[config.mk]
export PLATFORM = sky130hd
export DESIGN_NAME = arb_fixed_priority_timed
export DESIGN_NICKNAME = d
export VERILOG_FILES = /design/src/rtl/arb_fixed_priority_timed.sv
export SDC_FILE = /design/constraint.sdc
export NUM_CORES = 1
export LEC_CHECK = 0
export ABC_AREA = 1
export CAP_MARGIN = 20
export CORE_MARGIN = 5
export CORE_UTILIZATION = 45
export CTS_CLUSTER_SIZE = 16
export DETAILED_ROUTE_END_ITERATION = 10
export GPL_TIMING_DRIVEN = 0
export HOLD_SLACK_MARGIN = 0.12
export PLACE_DENSITY = 0.71
export RECOVER_POWER = 25
export SYNTH_ARGS = -nofsm -noshare
export SYNTH_HDL_FRONTEND = slang
export SYNTH_SLANG_ARGS = --single-unit
[constraint.sdc]
create_clock -name clk -period 4.55 [get_ports clk]
set_clock_uncertainty 0.2 [all_clocks]
set_input_delay 0.91 -clock clk [delete_from_list [all_inputs] [get_ports clk]]
set_output_delay 0.91 -clock clk [all_outputs]
set_load 0.05 [all_outputs]
[src/rtl/arb_fixed_priority_timed.sv]
// Fixed-priority arbiter (index 0 wins) with per-requester mask, optional
// absolute (preemptive) mode and a max-hold timeout that locks the timed-out
// requester out of exactly one arbitration.
module arb_fixed_priority_timed #(
  parameter int REQ_NUM  = 4,
  parameter int MODE_ABS = 0,
  parameter int HOLD_MAX = 16,
  parameter int ID_W     = (REQ_NUM > 1) ? $clog2(REQ_NUM) : 1,
  parameter int CNT_W    = (HOLD_MAX > 0) ? $clog2(HOLD_MAX + 1) : 1
) (
  input  logic               clk,
  input  logic               rst,
  input  logic [REQ_NUM-1:0] req,
  input  logic [REQ_NUM-1:0] req_mask,
  output logic [REQ_NUM-1:0] grant,
  output logic               grant_vld,
  output logic [ID_W-1:0]    grant_id,
  output logic               timeout_pulse
);

  typedef enum logic {ST_IDLE, ST_BUSY} state_t;

  logic [REQ_NUM-1:0] r_grant;
  logic [ID_W-1:0]    r_grant_id;
  logic               r_timeout;
  logic [CNT_W-1:0]   r_hold_cnt;
  logic [REQ_NUM-1:0] r_lockout;

  state_t             w_state;
  logic [REQ_NUM-1:0] w_elig;
  logic [REQ_NUM-1:0] w_win;
  logic               w_hold_req;
  logic               w_timeout_hit;
  logic [REQ_NUM-1:0] w_grant_nxt;
  logic [CNT_W-1:0]   w_cnt_nxt;
  logic [REQ_NUM-1:0] w_lock_nxt;
  logic               w_to_nxt;

  function automatic logic [ID_W-1:0] onehot_to_id(input logic [REQ_NUM-1:0] oh);
    logic [ID_W-1:0] id;
    id = '0;
    for (int i = 0; i < REQ_NUM; i++) begin
      if (oh[i]) id = id | ID_W'(i);
    end
    return id;
  endfunction

  // Hold counter never wraps: it sticks at HOLD_MAX.
  function automatic logic [CNT_W-1:0] cnt_sat_inc(input logic [CNT_W-1:0] c);
    if (HOLD_MAX == 0)                return c;
    else if (c < CNT_W'(HOLD_MAX))    return c + 1'b1;
    else                              return c;
  endfunction

  // The state is implied by whether any grant is currently held.
  assign w_state       = (|r_grant) ? ST_BUSY : ST_IDLE;
  assign w_elig        = req & ~req_mask & ~r_lockout;
  assign w_win         = w_elig & (~w_elig + REQ_NUM'(1));
  // Holder still requesting and unmasked; a drop here is a release, which
  // takes precedence over a simultaneous timeout.
  assign w_hold_req    = |(r_grant & req & ~req_mask);
  assign w_timeout_hit = (HOLD_MAX != 0) && w_hold_req && (r_hold_cnt == CNT_W'(HOLD_MAX));

  // Next grant, hold count, lockout and timeout pulse.
  always_comb begin
    w_grant_nxt = '0;
    w_cnt_nxt   = '0;
    w_lock_nxt  = r_lockout;
    w_to_nxt    = 1'b0;
    case (w_state)
      ST_IDLE: begin
        w_lock_nxt = '0;
        if (|w_elig) begin
          w_grant_nxt = w_win;
          w_cnt_nxt   = CNT_W'(1);
        end
      end
      default: begin
        if (w_timeout_hit) begin
          w_lock_nxt = r_grant;
          w_to_nxt   = 1'b1;
        end else if (MODE_ABS != 0) begin
          if (|w_win) begin
            w_grant_nxt = w_win;
            w_cnt_nxt   = (w_win == r_grant) ? cnt_sat_inc(r_hold_cnt) : CNT_W'(1);
          end
        end else if (w_hold_req) begin
          w_grant_nxt = r_grant;
          w_cnt_nxt   = cnt_sat_inc(r_hold_cnt);
        end
      end
    endcase
    if (|w_grant_nxt) w_lock_nxt = '0;
  end

  // Registered outputs and arbitration state, cleared asynchronously.
  always_ff @(posedge clk or posedge rst) begin
    if (rst) begin
      r_grant    <= '0;
      r_grant_id <= '0;
      r_timeout  <= 1'b0;
      r_hold_cnt <= '0;
      r_lockout  <= '0;
    end else begin
      r_grant    <= w_grant_nxt;
      r_grant_id <= onehot_to_id(w_grant_nxt);
      r_timeout  <= w_to_nxt;
      r_hold_cnt <= w_cnt_nxt;
      r_lockout  <= w_lock_nxt;
    end
  end

  assign grant         = r_grant;
  assign grant_vld     = |r_grant;
  assign grant_id      = r_grant_id;
  assign timeout_pulse = r_timeout;

endmodule

## Word-level counts from Yosys, hierarchy flattened

Index checks and enable logic that the tools add are counted.

| word-level totals | value |
|---|---|
| register bits | 16 |
| input bits | 10 |
| output and inout port bits | 8 |
| word-level logic and storage cells | 42 |

| cells by class | value |
|---|---|
| add/subtract/negate cells | 2 |
| magnitude comparators | 1 |
| equality and inequality tests | 3 |
| multiplexer cells | 18 |
| bitwise logic cells | 8 |
| reduce and logical (&&, ||, !) cells | 5 |

Operator list:

| cell | number |
|---|---|
| $mux 4 | 7 |
| $and 4x4->4 | 5 |
| $mux 5 | 4 |
| $reduce_or 4->1 | 4 |
| $not 4->4 | 3 |
| $add 5x1->5 const B | 1 |
| $eq 5x5->1 const B | 1 |
| $lt 5x5->1 const B | 1 |
| $mux 1 | 5 |
| $add 4x1->4 const B | 1 |
| $mux 2 | 2 |
| $ne 4x2->1 const B | 1 |
| $ne 3x1->1 const B | 1 |
| $logic_and 1x1->1 | 1 |

## Logic depth before layout (Yosys ltp)

Gate-level depths: netlist (run 1).

| depth | value |
|---|---|
| depth after elaboration | 11 |
| gate-level depth with buffers | 10 |
| mapped depth without buffers | 10 |

## Worst setup path after synthesis (run 1)

Ideal clock, no wire load.

| timing path | value |
|---|---|
| path kind | reg-to-output |
| start point | register r_grant[1] (netlist: grant[1]) |
| end point | output port grant_vld |
| data arrival time | 1296 ps |
| required time | 3440 ps |
| slack | 2144 ps |
| stages on the path, launching flop included | 5 |
| buffers on the path | 0 |
| cells stage by stage | dfrtp_1 inv_1 nand2_1 nor2_2 inv_1 |

| between the ends | value |
|---|---|
| word-level cells in the longest chain between the ends | 1 |

Ends and longest elaborated chain:

| element | RTL line | RTL |
|---|---|---|
| start: declaration | 23 | `logic [REQ_NUM-1:0] r_grant;` |
| start signal: assignment | 105 | `r_grant <= w_grant_nxt;` |
| $reduce_or 4->1 | 114 | `assign grant_vld = \|r_grant;` |
| end: declaration | 16 | `output logic grant_vld,` |

Every way passes these cells.

## Final worst setup path (run 1)

Ends and elaborated chain as after synthesis.

==> flow_summary.ini, run 1 <==
[outcome]
status = completed

[worst_setup_path]
startpoint_type = flop
cp-end-kind = output pin
cpPeakStageDelay_ps = 740
worst_path_max_delay_cell = clkdlybuf4s50_1
path_max_fanout = 7
critPathArrivalTime_ps = 1990
required_ps = 3440
crit_chain = inv_1 -> nand2_1 -> nor2_2 -> inv_1 -> clkdlybuf4s50_1
crit_top_cell = inv_1
worstSetupPathType = reg2out

[clock_network]
cts.reportedPaths.clkPinSlew_ps = 100
worstSkewPairLatency_ps = 290
cts_hold_buf = 0
cts_max_level = 1
root_buffer = clkbuf_4
cts_setup_buffers = 0
numCtsBuffers = 3
post_cts_resized = 0
clockBufferDepth = 2
clock_sinks = 16
cts_tree = done

[sta]
drv_slew = 0
relSlewSlack_pct = 59.78
fin_crit_sh_pct = 68.17
rsz0062_at_grt = no
fmax_mhz = 322.4
fin_setup_tns_ps = 0
fin_crit_ps = 3102
holdWs_ps = 404.9
setup-violations-final = 0
hold_viol_final = 0
tightest_slew_ps = 602.6

[floorplanning]
fp.dieArea_mm2 = 0.002993
core_mm2 = 0.001942
core.rowCount = 16
initial_utilization_pct = 46.33
die_h_um = 54.71
die_w_um = 54.71
io_pins = 18

[power]
powerDensity_mw_per_mm2 = 423.0
ir_worst_vdd_mv = 0.3037
leakage_uw = 0.0005757

[min_path]
hp-class = reg2reg

[global_route]
gr-total-overflow = 0
grt_max_degree = 17
grt_use_total_pct = 15.54
antenna_found_initial = 0
grt_pass1_vias = 758
grt_pass1_wl_mm = 3.277

[drt]
ant_nets = 0
firstDrtPassIters = 4
drc = 0
drt_iter0_markers = 12
vias = 802
drt_wl_total_mm = 1.862
routedWlPerCell_um = 11.02
vias_per_cell = 4.746

[place]
dp_hpwl_mm = 1.489
io_buffers = 17
gp_congestion = 0.7820

[synth]
ys_warn_count = 0
synth_area_leader_cell = dfrtp_1
synth_area_um2 = 899.6
synth_cell_types = 17
syn_avg_cell_area_um2 = 7.435
syn_nets = 133
yosysTopAreaCellShare_pct = 44.51
synth-seq-cells = 16
yosys-top-cells-area = dfrtp_1, nand2_1, inv_1, nor2_1, nand2_2
synth_cells = 121
synth_seq_area_share_pct = 44.51

[layout]
antenna_cells = 0
area_delta_synth_final_pct = 26.70
drive_gt1_share_pct = 12.68
final_nets = 155
fillers = 192

[flow_run]
drv_cap = 0
worst paths after layout:
check	startpoint	to	slack, ps	cells past startpoint
max	grant[1]	grant_vld	1450	5
max in group asynchronous	rst	grant[2]	2850	2
max reg2reg	r_hold_cnt[0]	r_lockout[1]	2740	10
min	r_hold_cnt[0]	r_hold_cnt[0]	400	2
min reg2reg	r_hold_cnt[0]	r_hold_cnt[0]	400	2
min in group asynchronous	rst	grant_id[1]	910	2
flip-flops by register name (all words and copies together), names as in the netlist:
| register | flops |
|---|---|
| r_hold_cnt | 5 |
| grant | 4 |
| r_lockout | 4 |
| grant_id | 2 |
| timeout_pulse | 1 |
metal layers:
layer	part of all wire, %	global-route usage (%)	up-vias	wire length [um]
met2	50	25.39	20	924
met3	3.8	3.542	5	70
met4	1.8	6.224	0	34
met1	45	19.56	364	832
li1	-	-	413	-
met5	0	0	-	0
final cells by class:
class                   count  area, um^2  area share, %
clock buffers               4       36.28          3.183
repair buffers             17       170.2          14.93
flip-flops and latches     16       400.4          35.13
multi-input cells          85       424.2          37.21
well taps                  27       33.78          2.964
inverters                  20       75.07          6.586
worst max-delay path, delay by kind of cell, from the launching register on:
| kind | cells | cell delay, ps |
|---|---|---|
| buf+inv | 3 | 1000 |
| flops | 1 | 430 |
| simple gates | 2 | 270 |
cell usage in the layout, fill, tap and decap left out, drive strengths merged:
cell type | Yosys | routed
inv | 20 | 20
xor2 | 1 | 1
a21oi | 2 | 2
dlygate4sd3 | 0 | 1
nor2 | 21 | 21
clkbuf | 0 | 4
o21ai | 2 | 2
clkdlybuf4s50 | 0 | 16
and2 | 1 | 1
nand2 | 37 | 37
nand3 | 9 | 9
or2 | 2 | 2
nand3b | 2 | 2
nor3 | 2 | 2
ha | 2 | 2
dfrtp | 16 | 16
nand4 | 4 | 4
report_power, final:
part / internal (uW) / total, uW / switching (uW)
combinational: 66.8 / 203 / 136
clock: 48.8 / 97.3 / 48.5
sequential: 164 / 182 / 17.8
total: 280 / 482 / 202
kinds of logic after synthesis:
logic type	synth area share (%)
AO/OA/AOI/OAI	2.225
adder cells (fa/ha/maj)	2.781
AND/OR/NAND/NOR	41.17
flip-flops	44.51
XOR/XNOR	0.9738
buffers and inverters	8.345
cells in the mapped netlist:
master,n
xor2_1,1
nand4_1,4
ha_1,2
inv_1,20
or2_2,2
nor3_1,1
dfrtp_1,16
a21oi_1,2
o21ai_0,2
and2_1,1
nand3b_1,2
nor3_4,1
nand3_1,9
nor2_2,3
nand2_1,29
nor2_1,18
nand2_2,8
metrics by stage:
| stage | area [um^2] | power (uW) | utilization (%) | std cells | setup slack [ps] |
|---|---|---|---|---|---|
| detailed placement | 1104 | 389.0 | 56.83 | 165 | 1780 |
| CTS | 1140 | 485.1 | 58.70 | 169 | 1445 |
| finish | 1140 | 482.1 | 58.70 | 169 | 1448 |
| global route | 1140 | 515.2 | 58.70 | 169 | 1316 |
| floorplan | 899.6 | 325.6 | - | 121 | 2144 |
| global placement | 1104 | 385.5 | 56.83 | 165 | 1782 |
Power figures use the tool's default switching activity.
==> inputs of run 2 (changes only) <==
Settings changed: CORE_UTILIZATION 45 to 44, PLACE_DENSITY 0.71 to 0.73.
Clock period 4.55 ns to 2.56 ns, I/O delays scaled along.
==> flow_summary.ini, run 2 (synthesis gave the netlist of run 1 again) <==
[worst_setup_path]
worst_path_max_delay_cell = dlygate4sd2_1
critPathBufInv = 3
required_ps = 1850
critPathTopFamily = buffers and inverters
crit_chain = inv_1 -> nand2_1 -> nor2_2 -> inv_1 -> dlygate4sd2_1
startpoint_type = flop
cp-end-kind = output pin
path_max_fanout = 7
worstSetupPathType = reg2out
cpPeakStageDelay_ps = 460
critPathArrivalTime_ps = 1710
crit_top_cell = inv_1

[drt]
firstDrtPassIters = 4
vias = 810
ant_nets = 0
vias_per_cell = 4.793
drc = 0
drt_wl_total_mm = 1.846
routedWlPerCell_um = 10.92
drt_iter0_markers = 16

[layout]
regArea_um2 = 400.4
final_util_pct = 58.04
final_nets = 155
multi_input_area_um2 = 424.2
fillers = 198
fin_cells = 169
largest_register = r_hold_cnt
drive_gt1_share_pct = 12.68
final_cell_mix = nand2_1, inv_1, nor2_1
area_delta_synth_final_pct = 26.56
antenna_cells = 0
final_common_cell = nand2_1
largest_reg_flops = 5

[floorplanning]
die_h_um = 55.22
initial_utilization_pct = 45.85
io_pins = 18
core.rowCount = 16
core_mm2 = 0.001962
die_w_um = 55.22
fp.dieArea_mm2 = 0.003049

[sta]
fin_crit_sh_pct = 94.42
fin_crit_ps = 2417
tightest_slew_ps = 578.2
setup-violations-final = 0
relSlewSlack_pct = 61.41
fin_setup_tns_ps = 0
drv_slew = 0
rsz0062_at_grt = no
hold_viol_final = 0
fmax_mhz = 413.7

[clock_network]
clockBufferDepth = 2
numCtsBuffers = 3
worstSkewPairLatency_ps = 290
cts_max_level = 1
clock_sinks = 16
root_buffer = clkbuf_4
cts_tree = done
cts.reportedPaths.clkPinSlew_ps = 90
cts_setup_buffers = 0

[power]
leakage_uw = 0.0005779
powerDensity_mw_per_mm2 = 744.1
ir_worst_vdd_mv = 0.4857

[place]
gp_congestion = 0.8190
dp_hpwl_mm = 1.481
placedCellCount = 165
io_buffers = 17

[global_route]
grt_pass1_wl_mm = 3.263
gr-total-overflow = 0
grt_pass1_vias = 763
grt_max_degree = 17
grt_use_total_pct = 13.28
antenna_found_initial = 0

[flow_run]
drv_cap = 0

[min_path]
hp-class = reg2reg

[outcome]
status = completed
==> run 2: cell types whose count changed in the layout (fill, tap and decap cells not counted) <==
cell | previous run | this run
dlygate4sd2_1 | 0 | 1
clkdlybuf4s50_1 | 16 | 15
==> run 2: cell type report <==
cell class	count	area share (%)
Tap cell	27	2.967
Sequential cell	16	35.16
Clock buffer	4	3.187
Timing Repair Buffer	17	14.84
Multi-Input combinational cell	85	37.25
Inverter	20	6.593
==> run 2: metrics by stage <==
step                worst slack, ps  hold WS (ps)  instance area (um^2)  power, uW
global route                  33.64         438.3                  1139      911.2
floorplan                     551.6         225.7                 899.6      578.6
finish                        143.0         404.2                  1139      847.3
CTS                           130.9         391.6                  1139      856.7
detailed placement            180.2         380.3                  1104      692.9
global placement              200.0         375.0                  1104      684.6
==> run 2: routing by layer <==
layer | GRT usage, % | up-vias | share of wire, %
met5 | 0 | - | 0
met2 | 21.28 | 16 | 46
met3 | 3.497 | 4 | 5.0
met1 | 16.54 | 373 | 47
li1 | - | 417 | -
met4 | 6.250 | 0 | 2.2
==> run 2: path summary, 6_finish.rpt <==
kind	startpoint	to	slack, ps	cells past startpoint
hold reg to reg	r_hold_cnt[4]	r_hold_cnt[0]	400	2
max in group asynchronous	rst	r_lockout[2]	1270	2
hold / removal	r_hold_cnt[4]	r_hold_cnt[0]	400	2
setup reg to reg	r_hold_cnt[0]	r_lockout[2]	760	10
min in group asynchronous	rst	r_hold_cnt[3]	510	2
setup / recovery	grant[1]	grant_vld	140	5
==> run 2: worst register-to-register path: cells and delay by family (launching register included) <==
family | cells | cell delay, ps
adder cells (fa/ha/maj) | 1 | 160
flip-flops | 1 | 430
buffers and inverters | 2 | 130
AND/OR/NAND/NOR | 7 | 800
==> run 2: repair_timing <==
action                     in CTS  in global routing
setup endpoints to repair       1                  0
hold buffers                    0                  0
gates resized for setup         1                  0
==> run 2: power by group <==
group          leakage [uW]  switching, uW  internal (uW)
registers          0.000217           31.9            292
clock network     0.0000210           80.6           86.6
logic              0.000340            242            114
total              0.000578            354            493
==> inputs of run 3 (changes only) <==
Settings changed: CORE_UTILIZATION 44 to 45, PLACE_DENSITY 0.73 to 0.71, SLEW_MARGIN set to 20.
Clock period 2.56 ns to 2.88 ns, I/O delays scaled along.
==> flow_summary.ini, run 3 (synthesis gave the netlist of run 1 again) <==
[sta]
fin_crit_ps = 2374
tightest_slew_ps = 602.6
fmax_mhz = 421.3
setup-violations-final = 0
drv_slew = 0
rsz0062_at_grt = no
hold_viol_final = 0
fin_crit_sh_pct = 82.41
fin_setup_tns_ps = 0
relSlewSlack_pct = 59.78

[min_path]
hp-start = r_hold_cnt[0]
hp-class = reg2reg
whs_path_depth = 2
hold_end = r_hold_cnt[0]

[worst_setup_path]
startpoint_type = flop
cpPeakStageDelay_ps = 430
r2r_slack_ps = 1070
r2r-end = r_lockout[1]
reg2reg_depth = 10
critPathArrivalTime_ps = 1600
crit_chain = inv_1 -> nand2_1 -> nor2_2 -> inv_1 -> dlymetal6s2s_1
required_ps = 2100
critPathTopFamily = buffers and inverters
worstSetupPathType = reg2out
worst_path_max_delay_cell = dfrtp_1
crit_top_cell = inv_1
path_max_fanout = 7
critPathBufInv = 3
r2r_start = r_hold_cnt[0]
cp-end-kind = output pin

[floorplanning]
core.rowCount = 16
die_h_um = 54.71
io_pins = 18
initial_utilization_pct = 46.33
die_w_um = 54.71
core_mm2 = 0.001942
fp.dieArea_mm2 = 0.002993

[clock_network]
cts_setup_buffers = 0
clock_sinks = 16
numCtsBuffers = 3
cts_max_level = 1
cts.reportedPaths.clkPinSlew_ps = 100
cts_tree = done
worstSkewPairLatency_ps = 290
cts_hold_buf = 0
root_buffer = clkbuf_4
clockBufferDepth = 2

[place]
placedCellCount = 165
io_buffers = 17
gp_congestion = 0.7820
dp_hpwl_mm = 1.489

[layout]
drive_gt1_share_pct = 12.68
largest_reg_flops = 5
final_common_cell = nand2_1
area_delta_synth_final_pct = 26.98
antenna_cells = 0
fin_cells = 169
final_nets = 155
final_util_pct = 58.83
final_cell_mix = nand2_1, inv_1, nor2_1
largest_register = r_hold_cnt

[drt]
vias = 802
routedWlPerCell_um = 11.01
drt_wl_total_mm = 1.861
drt_iter0_markers = 12
drc = 0
vias_per_cell = 4.746
ant_nets = 0
firstDrtPassIters = 4

[power]
powerDensity_mw_per_mm2 = 665.9
ir_worst_vdd_mv = 0.4763
total_power_uw = 760.7
leakage_uw = 0.0005871

[global_route]
gr-total-overflow = 0
grt_pass1_wl_mm = 3.277
grt_pass1_vias = 758
antenna_found_initial = 0
grt_max_degree = 17
grt_use_total_pct = 15.54

[flow_run]
drv_cap = 0

[outcome]
status = completed
==> run 3: changes by cell type in the layout (fill, tap and decap cells not counted), sizes merged <==
cell	delta
dlymetal6s2s	+1
dlygate4sd2	-1
==> run 3: worst register-to-register path, cell delays in order, from the launching register on <==
cell     delay (ps)
dfrtp_1         430
inv_1            90
ha_1            160
nand2_2          70
nor3_4          220
nor2_1           70
nand2_1         100
nand2_2          70
nor2_2          110
nand2_2         100
nor2_1          120
==> run 3: worst max path at each step <==
stage / startpoint / endpoint / slack (ps) / cells past startpoint
CTS: grant[1] / grant_vld / 110 / 5
finish: grant[1] / grant_vld / 510 / 5
global route: grant[1] / grant_vld / 370 / 5
detailed placement: grant[1] / grant_vld / 440 / 5
floorplan: grant[1] / grant_vld / 810 / 4
global placement: grant[2] / grant_vld / 450 / 5
==> run 3: final cells by class <==
class	count	area, um^2
multi-input combinational	85	424.2
sequential	16	400.4
tap	27	33.78
fill	191	799.5
inverter	20	75.07
clock buffer	4	36.28
timing repair buffer	17	172.7
==> run 3: timing repair <==
item                                   in CTS  in global routing
setup endpoints to repair                   0                  1
endpoints found under the hold margin       0                  0
resized for setup                           0                  1
==> run 3: routing by layer <==
metal	GRT usage (%)	routed length (um)	vias up
met5	0	0	-
met2	25.39	925	20
li1	-	-	413
met3	3.542	70	5
met4	6.224	34	0
met1	19.56	831	364
==> run 3: report_power, final <==
group          total [uW]  internal [uW]  leakage, uW  switching, uW
Combinational         319            105     0.000349            214
Clock                 154           77.1    0.0000210           76.7
Sequential            288            260     0.000217           28.2
==> run 3: per-stage QoR <==
stage          hold slack [ps]  cell area, um^2  setup WS, ps
2_1_floorplan            289.7            899.6         807.6
6_report                 404.9             1142         506.5
3_5_place_dp             392.5             1104         444.4
3_3_place_gp             377.9             1104         446.0
5_1_grt                  444.5             1142         374.6
4_1_cts                  409.7             1140         108.6
